### config.mk
export PLATFORM = sky130hd
export DESIGN_NAME = latq_bank_wr_ctrl
export DESIGN_NICKNAME = d
export VERILOG_FILES = /design/src/rtl/latq_bank_wr_ctrl.sv
export SDC_FILE = /design/constraint.sdc
export NUM_CORES = 1
export LEC_CHECK = 0
export BUFFER_PORTS_ARGS = -buffer_cell sky130_fd_sc_hd__buf_2
export CORE_UTILIZATION = 25
export CTS_BUF_LIST = sky130_fd_sc_hd__clkbuf_16
export CTS_CLUSTER_SIZE = 30
export DETAILED_ROUTE_END_ITERATION = 7
export PLACE_DENSITY_LB_ADDON = 0.3
export SLEW_MARGIN = 20
export SYNTH_ARGS = -nofsm -noshare
export SYNTH_HDL_FRONTEND = slang
export SYNTH_SLANG_ARGS = --single-unit
### constraint.sdc
create_clock -name CLK -period 1.8 [get_ports CLK]
set_clock_uncertainty 0.15 [all_clocks]
set_input_delay 0.36 -clock CLK [delete_from_list [all_inputs] [get_ports CLK]]
set_output_delay 0.36 -clock CLK [all_outputs]
set_load 0.01 [all_outputs]
### src/rtl/latq_bank_wr_ctrl.sv
// Write sequencer for a bank of positive-level latch words: turns a valid/ready
// request into a registered one-hot enable pulse framed by data setup and hold cycles.
module latq_bank_wr_ctrl #(
  parameter int WORDS     = 8,
  parameter int WIDTH     = 8,
  parameter int AW        = 3,
  parameter int EN_CYCLES = 1
) (
  input  logic             CLK,
  input  logic             RN,
  input  logic             WR_VALID,
  output logic             WR_READY,
  input  logic [AW-1:0]    WR_ADDR,
  input  logic [WIDTH-1:0] WR_DATA,
  output logic [WORDS-1:0] LAT_E,
  output logic [WIDTH-1:0] LAT_D,
  output logic             BUSY,
  output logic             ERR
);

  typedef enum logic [1:0] {
    IDLE  = 2'd0,
    SETUP = 2'd1,
    PULSE = 2'd2,
    HOLD  = 2'd3
  } state_t;

  localparam int             AWP      = AW + 1;
  localparam logic [AW:0]    WORDS_C  = AWP'(WORDS);
  localparam logic [3:0]     CNT_LOAD = 4'(EN_CYCLES - 1);
  localparam logic [WORDS-1:0] ONE_C  = {{(WORDS-1){1'b0}}, 1'b1};

  state_t           state_r, state_n;
  logic [AW-1:0]    addr_r, addr_n;
  logic [3:0]       cnt_r, cnt_n;
  logic [WORDS-1:0] lat_e_r, lat_e_n;
  logic [WIDTH-1:0] lat_d_r, lat_d_n;
  logic             err_r, err_n;
  logic             ready_r, busy_r;
  logic             in_range_s;

  assign in_range_s = ({1'b0, addr_r} < WORDS_C);

  // Next-state and next-output decode; enables and data are only ever changed here.
  always_comb begin
    state_n = state_r;
    addr_n  = addr_r;
    cnt_n   = cnt_r;
    lat_e_n = lat_e_r;
    lat_d_n = lat_d_r;
    err_n   = 1'b0;
    case (state_r)
      IDLE: begin
        if (WR_VALID) begin
          addr_n  = WR_ADDR;
          lat_d_n = WR_DATA;
          state_n = SETUP;
        end else begin
          state_n = IDLE;
        end
      end
      SETUP: begin
        if (in_range_s) begin
          lat_e_n = ONE_C << addr_r;
          cnt_n   = CNT_LOAD;
          state_n = PULSE;
        end else begin
          lat_e_n = '0;
          err_n   = 1'b1;
          state_n = HOLD;
        end
      end
      PULSE: begin
        if (cnt_r == 4'd0) begin
          lat_e_n = '0;
          state_n = HOLD;
        end else begin
          cnt_n = cnt_r - 4'd1;
        end
      end
      HOLD: begin
        lat_e_n = '0;
        state_n = IDLE;
      end
      default: begin
        lat_e_n = '0;
        state_n = IDLE;
      end
    endcase
  end

  // State and output registers; reset wins over everything, even mid-pulse.
  always_ff @(posedge CLK) begin
    if (!RN) begin
      state_r <= IDLE;
      addr_r  <= '0;
      cnt_r   <= 4'd0;
      lat_e_r <= '0;
      lat_d_r <= '0;
      err_r   <= 1'b0;
      ready_r <= 1'b1;
      busy_r  <= 1'b0;
    end else begin
      state_r <= state_n;
      addr_r  <= addr_n;
      cnt_r   <= cnt_n;
      lat_e_r <= lat_e_n;
      lat_d_r <= lat_d_n;
      err_r   <= err_n;
      ready_r <= (state_n == IDLE);
      busy_r  <= (state_n != IDLE);
    end
  end

  assign WR_READY = ready_r;
  assign BUSY     = busy_r;
  assign LAT_E    = lat_e_r;
  assign LAT_D    = lat_d_r;
  assign ERR      = err_r;

endmodule

; Word level (Yosys, flattened, before mapping)
; Cells that the tools add are included.
[op_classes]
n_addsub = 1
n_eq_ne = 5
shifts = 1
muxes = 7
reduce_logical = 9
[op_table]
columns = op, n
row1 = case mux 8 bit (3 select lines), 1
row2 = two-way mux 8 bit, 1
row3 = case mux 2 bit (4 select lines), 1
row4 = case mux 4 bit (2 select lines), 1
row5 = left shift 1 x 3 -> 8 bit (first input constant), 1
row6 = AND reduction 2 bit, 3
row7 = == test 2 bit (second input constant), 2
row8 = logical NOT 2 bit, 2
row9 = logical NOT 4 bit, 1
row10 = two-way mux 4 bit, 1
row11 = inequality test 2 bit (second input constant), 2
row12 = nonzero test 2 bit, 2
row13 = subtractor 4 x 1 -> 4 bit (second input constant), 1
row14 = nonzero test 3 bit, 1
row15 = == test 2 x 1 -> 1 bit (second input constant), 1
row16 = two-way mux 2 bit, 1
row17 = two-way mux 1 bit, 1
[word_totals]
register_bits = 27
inputBits = 14
output_inout_bits = 19
elab_cells = 30

; Longest topological paths before layout
; Gate-level depths: netlist of the first run.
[logic_depth]
depth_word = 4
mapped_depth = 6

; Least setup slack after synthesis of the first run
; Ideal clock, no wire load.
[synth_path]
path_kind = register -> register
startpoint = reg cnt_r[0]
endpoint = reg lat_e_r[0] (netlist: LAT_E[0])
setup_time_ns = 0.072
arrival_ns = 1.501
required_time_ns = 1.578
slack_ns = 0.077
path_stages_with_launch = 7
n_path_buf = 1
period_less_slack_ns = 1.723
path_cell_list = dfxtp_1 > inv_1 > ha_1 > or3b_1 > buf_6 > a21oi_4 > mux2i_1
[synth_between]
elab_chain_len = 3
[synth_lines]
columns = element, line_no
row1 = start: declaration, 35  ; logic [3:0] cnt_r, cnt_n;
row2 = start signal: assignment, 106  ; cnt_r <= cnt_n;
row3 = logical NOT 4 bit, 74  ; if (cnt_r == 4'd0) begin
row4 = inequality test 2 bit (no line), --
row5 = AND reduction 2 bit (no line), --
row6 = end signal: assignment, 107  ; lat_e_r <= lat_e_n;
row7 = end: declaration, 36  ; logic [WORDS-1:0] lat_e_r, lat_e_n;
; Every way passes these cells.
; A chain may end at the register's enable or synchronous reset.

; Worst setup path after layout of the first run
[layout_path]
startpoint = reg cnt_r[1]
endpoint = reg lat_e_r[2] (netlist: LAT_E[2])
; Same word-level chain as after synthesis.

==> qor.csv, run 1 <==
metric;value;unit
fmax;600.3;MHz
grtUsageTotal;10.36;%
yosys_warnings;0;
synth.area.top_cells;dfxtp_1 45%, nand2_1 11%, a21oi_1 7.6%;
syn_area_per_cell;8.569;µm²
path_cells;inv_1 -> ha_1 -> or3b_1 -> a21oi_4 -> buf_12 -> mux2i_1;
cp_max_fo;8;
die_width;71.03;µm
setup_tns;0;ns
hold_class;input pin to flop;
min_from;WR_DATA[7];
initial_core_util;26.62;%
synth_flop_cell;dfxtp_1;
drc;0;
grt_pass1_wl;4181;µm
h-tree-depth;1;
ant_nets;0;
synthCells;139;
crit_slowest_cell;or3b_1;
io_pins;33;
fin_nets;197;
die_y;71.03;µm
synth_top_area_share;45.38;%
hpwl;1729;µm
wl;2398;µm
pwr-share-seq;46.2;%
wire_per_inst;10.56;µm
synth.distinct_cells;27;
synth_common_cells;34 x nand2_1, 27 x dfxtp_1, 18 x a21oi_1;
hold_buffers;0;
antennaDiodeCount;0;
multiInputGateArea;590.6;µm²
combPwrFrac;18.9;%
postCtsSetupBuffers;0;
cts_made_buffers;3;
power;1421;µW
cts.sinks;27;
required;1.84;ns
min_to;LAT_D[7];
peakVddDrop;0.6434;mV
synth-seq-cells;27;
intPower;1057;µW
synthMostInstantiatedCell;nand2_1;
startpoint_type;flop;
area_growth;28.47;%
grt_pass1_vias;944;
ff2ff_setup_slack;0.13;ns
fillers;489;
p_leak;0.0006647;µW
post-route-min-period;1.666;ns
pwr-share-clk;34.9;%
timing_hold_violations_final;0;
rr_endpoint;LAT_E[2];
status;finished, final reports clean;
cts_tree;built;
core_area;0.004474;mm²
period_share;92.55;%
clkTransAtPathRegs;0.07;ns
maxCapViolations;0;
place.gp.congestion;0.7083;
drive_gt1_share;26.29;%
regArea;540.5;µm²
rsz0062_at_grt;false;
timing.rr.start;cnt_r[1];
slowest_delay;0.40;ns
grt_overflow;0;
antenna_found_initial;0;
vias;1031;
powerDensity;928.8;mW/mm²
clockBufferDepth;2;
fp.dieArea;0.005045;mm²
synth_edf_count;0;
final_max_slew_viol_count;0;
yosysSeqAreaShare;45.38;%
worstSkewPairLatency;0.26;ns
cp-end-kind;flop;
async_flop_share;0;%
p_switching;363.8;µW
port_buffers;31;
syn_nets;160;
finalSetupViolCount;0;
drt_iter0_drc;61;
via_per_inst;4.542;
rows;24;
syn_area;0.001191;mm²
hold_depth;3;
r2r.worst_path.cells;6;
cts.root.buffer_cell;clkbuf_16;
grt_max_degree;19;
synth_top_cell_by_area;dfxtp_1;
cts_resized;0;
dr.pass1.iters;6;
path_class;flop to flop;
crit_arrival;1.70;ns
switching_share;25.60;%
-- metrics by stage --
step / util [%] / cells / area [µm²] / setup slack [ns] / hold WS (ns)
final: 34.20 / 227 / 1530 / 0.1341 / 0.1837
after global placement: 31.96 / 222 / 1430 / 0.06606 / 0.2914
after global routing: 34.20 / 227 / 1530 / 0.02765 / 0.1791
after CTS: 33.75 / 226 / 1510 / 0.01642 / 0.1777
after detailed placement: 31.96 / 222 / 1430 / 0.03146 / 0.2945
after floorplan: - / 139 / 1191 / 0.07688 / 0.2952
-- state kept, by name, indices dropped and copies added, names as in the netlist --
register  count
cnt_r         4
state_r       2
LAT_E         8
WR_READY      1
addr_r        3
LAT_D         8
BUSY          1
-- worst max-delay path by stage --
stage,slack (ns),endpoint,cells after the start,start
6_report,0.13,LAT_E[2],6,cnt_r[1]
5_1_grt,0.03,LAT_E[3],6,cnt_r[1]
4_1_cts,0.02,LAT_E[3],5,cnt_r[1]
3_5_place_dp,0.03,LAT_E[3],5,cnt_r[1]
3_3_place_gp,0.07,LAT_E[7],5,cnt_r[1]
2_1_floorplan,0.08,LAT_E[0],6,cnt_r[0]
-- critical path: cells and delay by family, from the launching register on --
kind                     cells  cell delay [ns]
flip-flops                   1             0.33
AO/OA/AOI/OAI                1             0.17
AND/OR/NAND/NOR              1             0.40
adder cells (fa/ha/maj)      1             0.15
buffers and inverters        2             0.23
multiplexers                 1             0.17
-- cell families (layout without fill, tap and decap cells) --
family	after synthesis	count (layout)	share of synthesized area, %
AOI/OAI and AO/OA	26	26	13.03
adders and majority gates	7	7	7.353
buffers and inverters	13	49	5.041
DFF	27	27	45.38
muxes	8	8	6.723
other	1	1	0.3148
and+or+nand+nor	57	57	22.16
-- metal layers --
layer | global-route usage, % | wire [µm]
met5 | 0 | 0
met4 | 2.000 | 13
met3 | 4.131 | 166
met2 | 16.56 | 1011
met1 | 13.33 | 1207
-- layout by cell type (no fill, tap or decap) --
master	synthesis	routed
clkinv_1	1	1
mux2i_1	8	8
a21o_1	1	1
clkinv_2	0	1
or3b_1	1	1
o31a_2	1	1
a21oi_4	1	1
o32ai_1	1	1
nor2_1	2	2
nor4_1	1	1
inv_1	4	4
and2_1	2	2
nor3b_1	2	2
a21oi_1	18	18
buf_4	1	8
nand2_1	34	34
clkbuf_16	0	3
dfxtp_1	27	27
nand4b_1	1	1
nand4_1	2	2
nor3_1	1	1
ha_1	7	7
buf_2	0	31
o21ai_0	3	3
buf_12	0	1
conb_1	1	1
a211oi_1	1	1
nand3_1	7	7
nor2b_1	4	4
-- power by group through the flow --
stage / Combinational (µW) / Sequential [µW] / Clock [µW]
2_1_floorplan: 150 / 684 / 0
3_3_place_gp: 255 / 669 / 0
3_5_place_dp: 252 / 670 / 0
4_1_cts: 254 / 656 / 528
5_1_grt: 298 / 662 / 548
6_report: 269 / 657 / 496
-- final cells by class --
| cell class | count | share of cell area [%] |
|---|---|---|
| clock inverter | 1 | 0.3271 |
| tap | 52 | 4.252 |
| clock buffer | 3 | 4.906 |
| sequential | 27 | 35.32 |
| timing repair buffer | 40 | 15.37 |
| multi-input combinational | 99 | 38.59 |
| inverter | 5 | 1.226 |
(Power assumes the default switching activity.)
==> inputs of run 2 (changes only) <==
--- a/config.mk
+++ b/config.mk
@@ -6,6 +6,7 @@
 export NUM_CORES = 1
 export LEC_CHECK = 0
 export BUFFER_PORTS_ARGS = -buffer_cell sky130_fd_sc_hd__buf_2
+export CORE_ASPECT_RATIO = 1.25
 export CORE_UTILIZATION = 25
 export CTS_BUF_LIST = sky130_fd_sc_hd__clkbuf_16
 export CTS_CLUSTER_SIZE = 30
==> constraint.sdc (replaced) <==
create_clock -name CLK -period 1.6 [get_ports CLK]
set_clock_uncertainty 0.15 [all_clocks]
set_input_delay 0.32 -clock CLK [delete_from_list [all_inputs] [get_ports CLK]]
set_output_delay 0.32 -clock CLK [all_outputs]
set_load 0.01 [all_outputs]
==> qor.csv, run 2 (synthesis gave the netlist of run 1 again) <==
metric;value;unit;change
path_cells;inv_2 -> ha_4 -> or3b_4 -> a21oi_4 -> buf_12 -> mux2i_1;;
grtUsageTotal;11.32;%;+0.96 points
crit_slowest_cell;or3b_4;;
port_buffers;31;;unchanged
clkTransAtPathRegs;0.07;ns;about the same
place.gp.congestion;0.7610;;+7.4%
cp-endpoint;LAT_E[3];;
maxCapViolations;0;;unchanged
antennaDiodeCount;0;;unchanged
hpwl;1946;µm;+13%
finalSetupViolCount;0;;unchanged
cp-end-kind;flop;;
final_cell_mix;34 x nand2_1, 31 x buf_2, 25 x dfxtp_1;;
fillers;487;;-0.41%
powerDensity;1008;mW/mm²;+8.5%
drive_gt1_share;34.24;%;+8.0 points
grt_pass1_vias;1104;;+17%
io_pins;33;;unchanged
antenna_found_initial;0;;unchanged
fmax;625.1;MHz;+4.1%
regArea;543.0;µm²;+0.46%
rows;27;;+13%
core_area;0.004493;mm²;+0.42%
wl;2558;µm;+6.7%
fin_nets;206;;+4.6%
hold_buffers;0;;unchanged
fp.dieArea;0.005047;mm²;about the same
initial_core_util;26.51;%;-0.11 points
dr.pass1.iters;4;;-2
power;1646;µW;+16%
grt_max_degree;19;;unchanged
drt_iter0_drc;7;;-89%
hold_class;input pin to flop;;
path_class;flop to flop;;
p_leak;0.0007044;µW;+6.0%
required;1.64;ns;-0.20 ns
mostFrequentLayoutCell;nand2_1;;
startpoint_type;flop;;
final_max_slew_viol_count;0;;unchanged
die_y;79.18;µm;+11%
die_width;63.74;µm;-10%
rr_endpoint;LAT_E[3];;
clockBufferDepth;2;;unchanged
crit_path_start;cnt_r[1];;
place_inst;236;;+6.3%
r2r.worst_path.cells;6;;unchanged
h-tree-depth;1;;unchanged
cts_made_buffers;3;;unchanged
ff2ff_setup_slack;0.0002;ns;-0.13 ns
period_share;99.99;%;+7.4 points
worstSkewPairLatency;0.26;ns;about the same
drc;0;;unchanged
cts.sinks;27;;unchanged
wire_per_inst;10.57;µm;about the same
area_growth;37.08;%;
cts_tree;built;;
crit_arrival;1.64;ns;-0.06 ns
utilization;36.34;%;+2.1 points
rsz0062_at_grt;true;;
slowest_delay;0.39;ns;about the same
ant_nets;0;;unchanged
vias;1066;;+3.4%
cts.root.buffer_cell;clkbuf_16;;
final_cell_count_no_fill;242;;+6.6%
setup_tns;0;ns;unchanged
timing.rr.start;cnt_r[1];;
post-route-min-period;1.600;ns;-0.06605 ns
via_per_inst;4.405;;-3.0%
timing_hold_violations_final;0;;unchanged
grt_overflow;0;;unchanged
peakVddDrop;0.5582;mV;-13%
grt_pass1_wl;4560;µm;+9.1%
cp_max_fo;8;;unchanged
multiInputGateArea;613.1;µm²;+3.8%
status;finished, final reports clean;;
## run 2: cell count changes in the layout (fill, tap and decap cells not counted), moves of 2 or more
cell / before / now
dfxtp_2: 0 / 2
ha_1: 7 / 5
dfxtp_1: 27 / 25
buf_4: 8 / 17
inv_1: 4 / 2
inv_2: 0 / 2
## run 2: per-stage QoR
| stage | hold slack [ns] | setup WS, ns | cell area [µm²] |
|---|---|---|---|
| 2_1_floorplan | 0.2943 | -0.07250 | 1211 |
| 6_report | 0.1436 | 0.0001729 | 1633 |
| 3_3_place_gp | 0.2915 | 0.01292 | 1530 |
| 3_5_place_dp | 0.2965 | -0.01664 | 1530 |
| 4_1_cts | 0.1416 | -0.01074 | 1623 |
| 5_1_grt | 0.1412 | -0.07342 | 1633 |
## run 2: worst max-delay path: cells and delay by family (launching register included)
family / cells / cell delay (ns)
and+or+nand+nor: 1 / 0.39
adders and majority gates: 1 / 0.13
AOI/OAI and AO/OA: 1 / 0.15
buffers and inverters: 2 / 0.21
DFF: 1 / 0.33
muxes: 1 / 0.17
## run 2: power breakdown
group	switching, µW	total, µW	internal [µW]
clock network	245	585	340
logic	167	323	155
registers	22.2	738	716
## run 2: cell type report
class / count / share of cell area [%]
clock buffers: 3 / 4.598
clock inverters: 1 / 0.4598
inverters: 5 / 1.149
multi-input cells: 99 / 37.55
flip-flops and latches: 27 / 33.26
well taps: 58 / 4.444
repair buffers: 49 / 18.54
## run 2: worst min-delay path by stage
stage | slack [ns] | from | endpoint | cells after the start
final | 0.14 | WR_DATA[1] | LAT_D[1] | 3
after global placement | 0.29 | LAT_D[5] | LAT_D[5] | 2
after detailed placement | 0.30 | LAT_D[3] | LAT_D[3] | 2
after floorplan | 0.29 | addr_r[2] | addr_r[2] | 2
after CTS | 0.14 | WR_DATA[1] | LAT_D[1] | 3
after global routing | 0.14 | WR_DATA[3] | LAT_D[3] | 3
## run 2: what timing repair did
action / in CTS / in global routing
endpoints found under the setup margin: 8 / 11
gates resized for setup: 1 / 1
hold endpoints to repair: 0 / 0
buffers inserted: 1 / 1
## run 2: metal layers
layer | up-vias | global-route usage [%] | share of wire (%) | wire, µm
met5 | - | 0 | 0 | 0
met4 | 0 | 2.045 | 0.47 | 12
met3 | 2 | 3.161 | 5.0 | 127
met2 | 31 | 20.43 | 48 | 1220
met1 | 475 | 13.25 | 47 | 1197
li1 | 558 | - | - | -
==> inputs of run 3 (changes only) <==
--- a/config.mk
+++ b/config.mk
@@ -11,6 +11,7 @@
 export CTS_BUF_LIST = sky130_fd_sc_hd__clkbuf_16
 export CTS_CLUSTER_SIZE = 30
 export DETAILED_ROUTE_END_ITERATION = 7
+export GPL_TIMING_DRIVEN = 0
 export PLACE_DENSITY_LB_ADDON = 0.3
 export SLEW_MARGIN = 20
 export SYNTH_ARGS = -nofsm -noshare
==> qor.csv, run 3 (synthesis gave the netlist of run 1 again) <==
metric;value;unit;change
drt_iter0_drc;12;;+5
antenna_found_initial;0;;unchanged
peakVddDrop;0.5328;mV;-4.5%
hold_buffers;0;;unchanged
timing_hold_violations_final;0;;unchanged
place.gp.congestion;0.7415;;-2.6%
maxCapViolations;0;;unchanged
final_cell_count_no_fill;235;;-2.9%
path_class;flop to flop;;
fp.dieArea;0.005047;mm²;unchanged
hpwl;1820;µm;-6.5%
cts.root.buffer_cell;clkbuf_16;;
fmax;620.8;MHz;-0.68%
p_leak;0.0006742;µW;-4.3%
postLayoutCellArea;0.001612;mm²;-1.3%
fin_nets;199;;-3.4%
die_y;79.18;µm;unchanged
port_buffers;30;;-3.2%
combPwrFrac;19.0;%;-0.6 points
required;1.64;ns;about the same
initial_core_util;26.51;%;unchanged
violations;setup timing;;
pwr-share-seq;45.7;%;+0.9 points
wl;2455;µm;-4.0%
cts.sinks;27;;unchanged
place_inst;227;;-3.8%
min_from;WR_DATA[1];;
hold_class;input pin to flop;;
grt-busiest-layer;met2;;
grt_overflow;0;;unchanged
ant_nets;0;;unchanged
io_pins;33;;unchanged
grtUsageMet3;1.724;%;-1.4 points
status;finished with violations;;
rsz0062_at_grt;true;;
die_width;63.74;µm;unchanged
crit_path_start;cnt_r[0];;
worstSkewPairLatency;0.26;ns;about the same
grt_pass1_vias;1017;;-7.9%
h-tree-depth;1;;unchanged
clkTransAtPathRegs;0.07;ns;about the same
met2_usage;18.19;%;-2.2 points
crit_arrival;1.65;ns;about the same
timing.rr.start;cnt_r[0];;
final_cell_mix;33 x nand2_1, 30 x buf_2, 24 x dfxtp_1;;
cts_tree;built;;
cp_max_fo;4;;-4
fin_ws;-0.01082;ns;-0.01099 ns
drc;0;;unchanged
startpoint_type;flop;;
mostFrequentLayoutCell;nand2_1;;
switching_share;26.50;%;+0.068 points
via_per_inst;4.498;;+2.1%
intPower;1193;µW;-1.5%
antennaDiodeCount;0;;unchanged
place_area;0.001434;mm²;-6.3%
grt_pass1_wl;4353;µm;-4.5%
period_share;100.7;%;+0.69 points
wire_per_inst;10.45;µm;-1.2%
grtUsageTotal;10.84;%;-0.48 points
rows;27;;unchanged
vias;1057;;-0.84%
finalSetupViolCount;5;;+5
use_met1;13.27;%;+0.023 points
core_area;0.004493;mm²;unchanged
powerDensity;1007;mW/mm²;-0.13%
final_max_slew_viol_count;0;;unchanged
clockBufferDepth;2;;unchanged
cp-end-kind;flop;;
cts_made_buffers;3;;unchanged
pwr-share-clk;35.3;%;-0.3 points
post-route-min-period;1.611;ns;+0.01099 ns
grt_max_degree;16;;-3
drive_gt1_share;33.33;%;-0.91 points
dr.pass1.iters;4;;unchanged
area_growth;35.29;%;
p_switching;429.9;µW;-1.2%
run 3: path summary, 6_finish.rpt:
check,to,slack [ns],depth (start not counted)
worst max-delay path,LAT_E[3],-0.01,6
worst min-delay path,LAT_D[1],0.14,3
worst max register to register,LAT_E[3],-0.01,6
worst min register to register,LAT_D[5],0.30,2
run 3: area by class of cell:
class / count / area, µm²
fill: 491 / 2882
multi-input combinational: 99 / 653.1
sequential: 27 / 544.3
timing repair buffer: 37 / 210.2
clock buffer: 3 / 75.07
tap: 58 / 72.57
buffer: 5 / 32.53
inverter: 5 / 18.77
clock inverter: 1 / 5.005
run 3: repair_timing:
item	CTS	global route
resized for setup	11	6
endpoints found under the setup margin	22	23
pin swaps	4	3
buffers inserted	7	0
run 3: metal layers:
metal / vias up / wire, µm
li1: 546 / -
met1: 479 / 1115
met2: 29 / 1188
met3: 3 / 107
met4: 0 / 43
met5: - / 0
run 3: stage by stage:
step	TNS [ns]	utilization, %	hold WS [ns]	power [µW]	setup WS (ns)
2_1_floorplan	-0.5800	-	0.2943	939.3	-0.07250
3_3_place_gp	-3.243	31.91	0.2900	1026	-0.3381
3_5_place_dp	-3.399	31.91	0.2957	1026	-0.3261
4_1_cts	-0.6921	35.64	0.1343	1635	-0.1001
5_1_grt	-0.5739	35.87	0.1452	1726	-0.1061
6_report	-0.02746	35.87	0.1393	1623	-0.01082
run 3: worst max-delay path: stages, from the launching register on:
cell     delay, ns
dfxtp_2       0.32
inv_2         0.07
ha_4          0.13
or3b_4        0.40
a21oi_4       0.16
buf_6         0.14
mux2i_1       0.17
run 3: power groups by stage:
| stage | Clock [µW] | Sequential [µW] | Combinational (µW) |
|---|---|---|---|
| floorplan | 0 | 769 | 170 |
| global placement | 0 | 756 | 270 |
| detailed placement | 0 | 756 | 270 |
| CTS | 588 | 743 | 304 |
| global route | 633 | 748 | 345 |
| finish | 572 | 742 | 308 |
